===== src/rtl/wrr_packet_arbiter.sv =====
// Weighted round-robin arbiter with packet locking. A granted port keeps the channel
// until its last beat transfers, and it may win up to `weight` packets in a row.
module wrr_packet_arbiter #(
  parameter int NUM_PORTS  = 4,
  parameter int WEIGHT_W   = 4,
  parameter int PORT_WIDTH = (NUM_PORTS > 1) ? $clog2(NUM_PORTS) : 1
) (
  input  logic                          clk,
  input  logic                          rst,
  input  logic [NUM_PORTS-1:0]          req,
  input  logic [NUM_PORTS-1:0]          last,
  input  logic [NUM_PORTS*WEIGHT_W-1:0] weight,
  input  logic                          out_ready,
  output logic                          out_valid,
  output logic [NUM_PORTS-1:0]          in_ready,
  output logic [NUM_PORTS-1:0]          grant,
  output logic [PORT_WIDTH-1:0]         grant_id,
  output logic                          grant_valid
);

  typedef enum logic {IDLE, LOCKED} state_t;

  state_t                state_reg, state_next;
  logic [PORT_WIDTH-1:0] ptr_reg, ptr_next;
  logic [PORT_WIDTH-1:0] grant_id_reg, grant_id_next;
  logic [WEIGHT_W-1:0]   cnt_reg, cnt_next;
  logic [NUM_PORTS-1:0]  grant_reg, grant_next;

  logic                  found;
  logic [PORT_WIDTH-1:0] win;
  int                    idx;
  logic                  beat, pkt_end;
  logic [WEIGHT_W-1:0]   cur_weight;
  logic [WEIGHT_W:0]     eff_weight, cnt_inc;

  // First requester scanning cyclically from the pointer.
  always_comb begin
    found = 1'b0;
    win   = ptr_reg;
    idx   = 0;
    for (int k = 0; k < NUM_PORTS; k++) begin
      idx = int'(ptr_reg) + k;
      if (idx >= NUM_PORTS) idx = idx - NUM_PORTS;
      if (!found && req[idx]) begin
        found = 1'b1;
        win   = PORT_WIDTH'(idx);
      end
    end
  end

  assign grant_valid = (state_reg == LOCKED);
  assign beat        = grant_valid & req[grant_id_reg] & out_ready;
  assign pkt_end     = beat & last[grant_id_reg];
  assign cur_weight  = weight[grant_id_reg*WEIGHT_W +: WEIGHT_W];
  assign eff_weight  = (cur_weight == '0) ? (WEIGHT_W+1)'(1) : {1'b0, cur_weight};
  assign cnt_inc     = {1'b0, cnt_reg} + (WEIGHT_W+1)'(1);

  always_comb begin
    state_next    = state_reg;
    ptr_next      = ptr_reg;
    cnt_next      = cnt_reg;
    grant_next    = grant_reg;
    grant_id_next = grant_id_reg;
    case (state_reg)
      IDLE: begin
        grant_next = '0;
        if (found) begin
          grant_next[win] = 1'b1;
          grant_id_next   = win;
          state_next      = LOCKED;
          if (win != ptr_reg) cnt_next = '0;
        end
      end
      LOCKED: begin
        if (pkt_end) begin
          state_next = IDLE;
          grant_next = '0;
          // Quota used up: rotate past the winner, otherwise let it go again.
          if (cnt_inc >= eff_weight) begin
            ptr_next = (grant_id_reg == PORT_WIDTH'(NUM_PORTS-1)) ? '0
                                                                   : grant_id_reg + PORT_WIDTH'(1);
            cnt_next = '0;
          end else begin
            ptr_next = grant_id_reg;
            cnt_next = cnt_reg + WEIGHT_W'(1);
          end
        end
      end
      default: state_next = IDLE;
    endcase
  end

  always_ff @(posedge clk or posedge rst) begin
    if (rst) begin
      state_reg    <= IDLE;
      ptr_reg      <= '0;
      cnt_reg      <= '0;
      grant_reg    <= '0;
      grant_id_reg <= '0;
    end else begin
      state_reg    <= state_next;
      ptr_reg      <= ptr_next;
      cnt_reg      <= cnt_next;
      grant_reg    <= grant_next;
      grant_id_reg <= grant_id_next;
    end
  end

  assign grant     = grant_reg;
  assign grant_id  = grant_id_reg;
  assign out_valid = grant_valid & req[grant_id_reg];
  assign in_ready  = grant_reg & {NUM_PORTS{out_ready}};

endmodule


===== config.mk =====
export PLATFORM = sky130hd
export DESIGN_NAME = wrr_packet_arbiter
export DESIGN_NICKNAME = d
export VERILOG_FILES = /design/src/rtl/wrr_packet_arbiter.sv
export SDC_FILE = /design/constraint.sdc
export NUM_CORES = 1
export LEC_CHECK = 0
export BUFFER_PORTS_ARGS = -buffer_cell sky130_fd_sc_hd__buf_2
export CELL_PAD_IN_SITES_DETAIL_PLACEMENT = 1
export CELL_PAD_IN_SITES_GLOBAL_PLACEMENT = 1
export CORE_ASPECT_RATIO = 0.8
export CORE_MARGIN = 8
export CORE_UTILIZATION = 33
export CTS_CLUSTER_SIZE = 28
export DETAILED_ROUTE_END_ITERATION = 8
export PLACE_DENSITY = 0.87
export SKIP_LAST_GASP = 1
export SYNTH_ARGS = -nofsm -noshare
export SYNTH_HDL_FRONTEND = slang
export SYNTH_SLANG_ARGS = --single-unit

===== constraint.sdc =====
create_clock -name clk -period 2.73 [get_ports clk]
set_clock_uncertainty 0.05 [all_clocks]
set_input_delay 0.4095 -clock clk [delete_from_list [all_inputs] [get_ports clk]]
set_output_delay 0.4095 -clock clk [all_outputs]
set_load 0.02 [all_outputs]

==> results of run 1 <==
## worst min-delay path by stage
stage / endpoint / slack, ns / cells after the start
final: ptr_reg[0] / 0.14 / 2
after global routing: grant[2] / 0.18 / 2
after CTS: grant[2] / 0.15 / 2
after detailed placement: grant[3] / 0.41 / 2
after global placement: grant[3] / 0.39 / 2
after floorplan: cnt_reg[0] / 0.24 / 1
## Yosys cell counts, types with 2 or more instances
cell	instances	share of area
a211oi_1	2	0.014
a21oi_1	9	0.041
a22o_1	2	0.016
and2_1	5	0.028
clkbuf_1	2	0.0068
dfrtp_1	13	0.30
ha_1	6	0.068
inv_1	9	0.031
mux2_1	3	0.031
mux2_2	3	0.031
mux2i_1	3	0.027
mux4_2	5	0.10
nand2_1	7	0.024
nand2b_1	3	0.017
nor2_1	12	0.041
nor2b_1	2	0.011
nor3_1	2	0.0091
o21ai_0	3	0.014
o221ai_1	2	0.016
o2bb2ai_1	2	0.016
## critical path, delay by kind of cell (launching register included)
kind	cells	cell delay (ns)
AO/OA/AOI/OAI	5	0.93
multiplexers	1	0.52
flip-flops	1	0.45
adder cells (fa/ha/maj)	1	0.26
buffers and inverters	1	0.18
AND/OR/NAND/NOR	1	0.14
## layout make-up
class	count	area [um^2]	share of cell area
multi-input combinational	89	724.4	0.5202
inverter	9	33.78	0.02426
sequential	13	326.6	0.2345
timing repair buffer	41	212.7	0.1527
clock buffer	4	45.04	0.03234
tap	40	50.05	0.03594
## what timing repair did
item	in CTS	in global routing
pin swaps	0	2
hold endpoints to repair	0	0
cloned	0	0
setup endpoints to repair	3	5
gates resized for setup	1	4
buffers inserted	0	1
## layer usage
metal	vias up	GRT usage	part of all wire
met5	-	0	0
met3	5	0.03846	0.068
li1	507	-	-
met1	538	0.1530	0.45
met4	0	0.03620	0.0059
met2	35	0.2358	0.48
## power by group through the flow
stage / logic [mW] / clock network (mW) / registers, mW
2_1_floorplan: 0.655 / 0 / 0.391
3_3_place_gp: 0.856 / 0 / 0.388
3_5_place_dp: 0.920 / 0 / 0.405
4_1_cts: 0.923 / 0.177 / 0.405
5_1_grt: 1.10 / 0.182 / 0.424
6_report: 1.00 / 0.170 / 0.406
## cell usage in the layout, fill, tap and decap left out, drive strengths merged
cell      n
nor2b     2
dfrtp    13
mux4      5
o211a     1
xnor2     1
nand3     1
mux2      6
nand4     1
nor3      2
o22ai     1
inv       9
buf      41
clkbuf    4
a22o      2
o211ai    1
a21oi    10
a31oi     1
nand4bb   1
a211oi    2
a311oi    1
o221ai    2
o2bb2ai   2
a31o      1
nor3b     1
nor2     13
mux2i     3
xor2      1
a211o     1
nand2     7
a32oi     1
nand2b    3
o21ai     3
ha        6
and2      5
a21o      1
o22a      1
## cell families (layout without fill, tap and decap cells)
| kind of cell | Yosys count | count (layout) | synth area share |
|---|---|---|---|
| muxes | 14 | 14 | 0.1913 |
| adders and majority gates | 6 | 6 | 0.06834 |
| buffers and inverters | 14 | 54 | 0.05922 |
| and+or+nand+nor | 36 | 36 | 0.1640 |
| AOI/OAI and AO/OA | 31 | 31 | 0.2050 |
| xor gates and xnor gates | 2 | 2 | 0.01595 |
| DFF | 13 | 13 | 0.2961 |
==> flow_metrics.py, run 1 <==
metrics = {
    "power_and_ir_drop": {
        "p_int_mw": 0.8500,
        "p_clk_frac": 0.108,
        "ir_drop_mv": 0.4045,
        "comb_power_share": 0.635,
        "sequentialPowerShare": 0.257,
        "p_per_area_nw_per_um2": 1134,
        "p_total_mw": 1.579,
        "netSwitchingFraction": 0.4618,
        "p_leak_nw": 0.6825,
        "p_switching_mw": 0.7294,
    },
    "floorplan": {
        "fp.coreArea_um2": 3131,
        "die_h_um": 67.61,
        "start_util": 0.3509,
        "dieArea_um2": 5443,
        "io_pins": 39,
        "num_rows": 18,
        "fp.dieW_um": 80.51,
    },
    "place": {
        "hpwl_mm": 2.877,
        "place_ws_ns": -0.003101,
        "port_buffers": 38,
        "place.gp.congestion": 0.8853,
        "dpl.cell_count": 191,
        "placed_area_um2": 1323,
    },
    "finish": {
        "stdcell_count": 196,
        "drive_gt1_frac": 0.3782,
        "final_core_util": 0.4448,
        "nFillCells": 380,
        "final_cell_area_um2": 1393,
        "diodes": 0,
        "area_growth_pct": 26.77,
        "nets": 190,
    },
    "cts": {
        "cts.path.max_buffers": 2,
        "cts_tree": "built",
        "clk_pin_slew_ns": 0.06,
        "htree_num_levels": 1,
        "ctsRootBufferMaster": "clkbuf_8",
        "postCtsHoldBufs": 0,
        "insertion_delay_ns": 0.24,
        "cts-buffers-inserted": 3,
        "cts.sinks": 13,
    },
    "sta": {
        "drv_slew": 0,
        "finalWorstSetupSlack_ns": 0.1300,
        "period_minus_slack_ns": 2.600,
        "timing.fmax_mhz": 384.6,
        "setup_viol": 0,
        "worst_pin_slew_ns": 0.5021,
        "tns_ns": 0,
        "fin_crit_sh": 0.9524,
        "relSlewSlack": 0.6649,
        "whs_ns": 0.1355,
        "hold_viol": 0,
    },
    "drt": {
        "avgRoutedWirePerCell_um": 18.10,
        "dr.pass1.iters": 4,
        "vias": 1085,
        "drc": 0,
        "avgViaCountPerCell": 5.536,
        "drt_iter0_drc": 51,
        "drtAntennaViolNets": 0,
        "wirelength_mm": 3.548,
    },
    "critical_path": {
        "ff2ff_path_depth": 9,
        "crit_required_ns": 2.86,
        "r2r_start": "grant_id[0]",
        "slowest_delay_ns": 0.52,
        "worstSetupPathType": "flop to flop",
        "critPathSlowestCell": "mux4_2",
        "cp-endpoint": "cnt_reg[2]",
        "crit_start": "grant_id[0]",
        "start_kind": "flop",
        "arrival_ns": 2.73,
        "ff2ff_setup_slack_ns": 0.13,
        "cp_max_fo": 6,
        "crit_chain": "mux4_2 > a31o_2 > ha_1 > nand2b_4 > a211oi_2 > o211ai_1 > buf_4 > a211oi_1 > a211o_1",
        "end_kind": "flop",
        "r2r_end": "cnt_reg[2]",
    },
    "yosys": {
        "synth_cell_types": 41,
        "synthArstFlopShare": 1.000,
        "synth_edf_count": 0,
        "yosys_warnings": 0,
        "yosysSeqAreaShare": 0.2961,
        "ys.flop_type": "dfrtp_1",
        "synth_seq_cells": 13,
        "syn_avg_cell_area_um2": 9.470,
        "mappedNetlistArea_um2": 1099,
        "syn_inst": 116,
        "syn_nets": 149,
    },
    "global_route": {
        "grt_pass1_wl_mm": 5.802,
        "grt-ovfl-total": 0,
        "grt_pass1_vias": 1234,
        "grt_max_degree": 14,
        "antenna_found_initial": 0,
        "grt_usage": 0.1330,
    },
    "run_status": {
        "status": "complete, no violations",
    },
    "job": {
        "drv_cap": 0,
    },
    "worst_hold_path": {
        "hold_class": "primary input to asynchronous set/reset pin",
    },
}
Power figures use the tool's default switching activity.
==> run 2: changes to the inputs <==
Settings changed: CORE_ASPECT_RATIO 0.8 to default.
==> flow_metrics.py, run 2 (synthesis gave the netlist of run 1 again) <==
metrics = {
    "run_status": {
        "status": "complete, no violations",
    },
    "power_and_ir_drop": {
        "ir_drop_mv": 0.3914,
        "p_per_area_nw_per_um2": 1097,
        "p_total_mw": 1.547,
        "p_leak_nw": 0.6838,
    },
    "finish": {
        "diodes": 0,
        "final_common_cell": "buf_2",
        "final_core_util": 0.4328,
        "drive_gt1_frac": 0.4013,
        "stdcell_count": 203,
        "nets": 191,
        "final_cell_mix": "38 x buf_2, 12 x nor2_1, 12 x dfrtp_1",
        "area_growth_pct": 28.36,
    },
    "critical_path": {
        "worstSetupPathType": "flop to flop",
        "slowest_delay_ns": 0.52,
        "end_kind": "flop",
        "start_kind": "flop",
        "critPathSlowestCell": "mux4_2",
        "cp_max_fo": 7,
        "crit_required_ns": 2.84,
        "crit_chain": "mux4_2 > a31o_2 > ha_4 > nand2b_4 > a211oi_2 > o211ai_1 > nor2b_1 > mux2_4",
        "arrival_ns": 2.72,
    },
    "floorplan": {
        "die_h_um": 73.70,
        "num_rows": 21,
        "dieArea_um2": 5431,
        "fp.dieW_um": 73.70,
        "io_pins": 39,
        "fp.coreArea_um2": 3258,
        "start_util": 0.3372,
    },
    "worst_hold_path": {
        "hold_class": "primary input to asynchronous set/reset pin",
    },
    "sta": {
        "finalWorstSetupSlack_ns": 0.1138,
        "drv_slew": 0,
        "setup_viol": 0,
        "fin_crit_sh": 0.9583,
        "period_minus_slack_ns": 2.616,
        "tns_ns": 0,
        "rsz0062_at_grt": "no",
        "timing.fmax_mhz": 382.2,
        "hold_viol": 0,
        "worst_pin_slew_ns": 0.5232,
        "relSlewSlack": 0.6508,
    },
    "cts": {
        "htree_num_levels": 1,
        "cts_tree": "built",
        "cts.sinks": 13,
        "insertion_delay_ns": 0.28,
        "clk_pin_slew_ns": 0.09,
        "ctsRootBufferMaster": "clkbuf_4",
        "cts.path.max_buffers": 2,
        "cts-buffers-inserted": 3,
    },
    "place": {
        "place.gp.congestion": 0.8126,
        "place_ws_ns": -0.06339,
        "port_buffers": 38,
        "dpl.cell_count": 197,
        "hpwl_mm": 2.753,
    },
    "global_route": {
        "grt_pass1_vias": 1200,
        "grt_pass1_wl_mm": 5.692,
        "grt.busiest_layer": "met2",
        "antenna_found_initial": 0,
        "grt_usage": 0.1347,
        "grt_use_met2": 0.2402,
        "grt_max_degree": 14,
        "gr-usage-met3": 0.03001,
        "grt-ovfl-total": 0,
        "met1_usage": 0.1439,
    },
    "drt": {
        "avgRoutedWirePerCell_um": 17.36,
        "drc": 0,
        "drt_iter0_drc": 25,
        "vias": 1073,
        "dr.pass1.iters": 4,
        "wirelength_mm": 3.525,
        "avgViaCountPerCell": 5.286,
        "drtAntennaViolNets": 0,
    },
    "job": {
        "drv_cap": 0,
    },
}
[run 2: final cells by class]
type / instances / area [um^2]
fill: 403 / 1848
timing repair buffer: 42 / 220.2
sequential: 13 / 326.6
inverter: 9 / 33.78
tap: 46 / 57.56
clock buffer: 4 / 26.28
multi-input combinational: 89 / 745.7
[run 2: repair_timing]
action | in CTS | in global routing
gates cloned | 0 | 0
gates resized for setup | 1 | 6
pin swaps | 0 | 2
endpoints found under the setup margin | 3 | 6
buffers inserted | 0 | 2
hold buffers | 0 | 0
[run 2: final timing paths]
check,startpoint,end,cells after the start,slack (ns)
max in group asynchronous,rst,grant_id[0],2,2.16
hold / removal,rst,cnt_reg[2],2,0.09
hold reg to reg,grant[3],grant[3],1,0.48
setup reg to reg,grant_id[0],cnt_reg[3],8,0.11
setup / recovery,grant_id[0],cnt_reg[3],8,0.11
min in group clk,grant[3],grant[3],1,0.48
[run 2: stage by stage]
step           hold WS (ns)  cell area [um^2]
6_report            0.09370              1410
5_1_grt              0.1366              1410
4_1_cts              0.1208              1358
3_5_place_dp         0.4328              1330
3_3_place_gp         0.4012              1330
2_1_floorplan        0.2365              1099
[run 2: report_power, final]
part           internal, mW  switching (mW)
logic                 0.485           0.534
registers             0.274           0.131
clock network        0.0567          0.0655
total                 0.816           0.730
[run 2: per-layer routing]
| layer | share of wire | vias to the layer above |
|---|---|---|
| met5 | 0 | - |
| li1 | - | 512 |
| met2 | 0.50 | 41 |
| met4 | 0.023 | 0 |
| met1 | 0.41 | 514 |
| met3 | 0.070 | 6 |
[run 2: critical path: cells and delay by family, from the launching register on]
family                     cells  cell delay [ns]
muxes                          2             0.80
AOI/OAI and AO/OA              3             0.71
DFF                            1             0.48
adders and majority gates      1             0.26
and+or+nand+nor                2             0.20
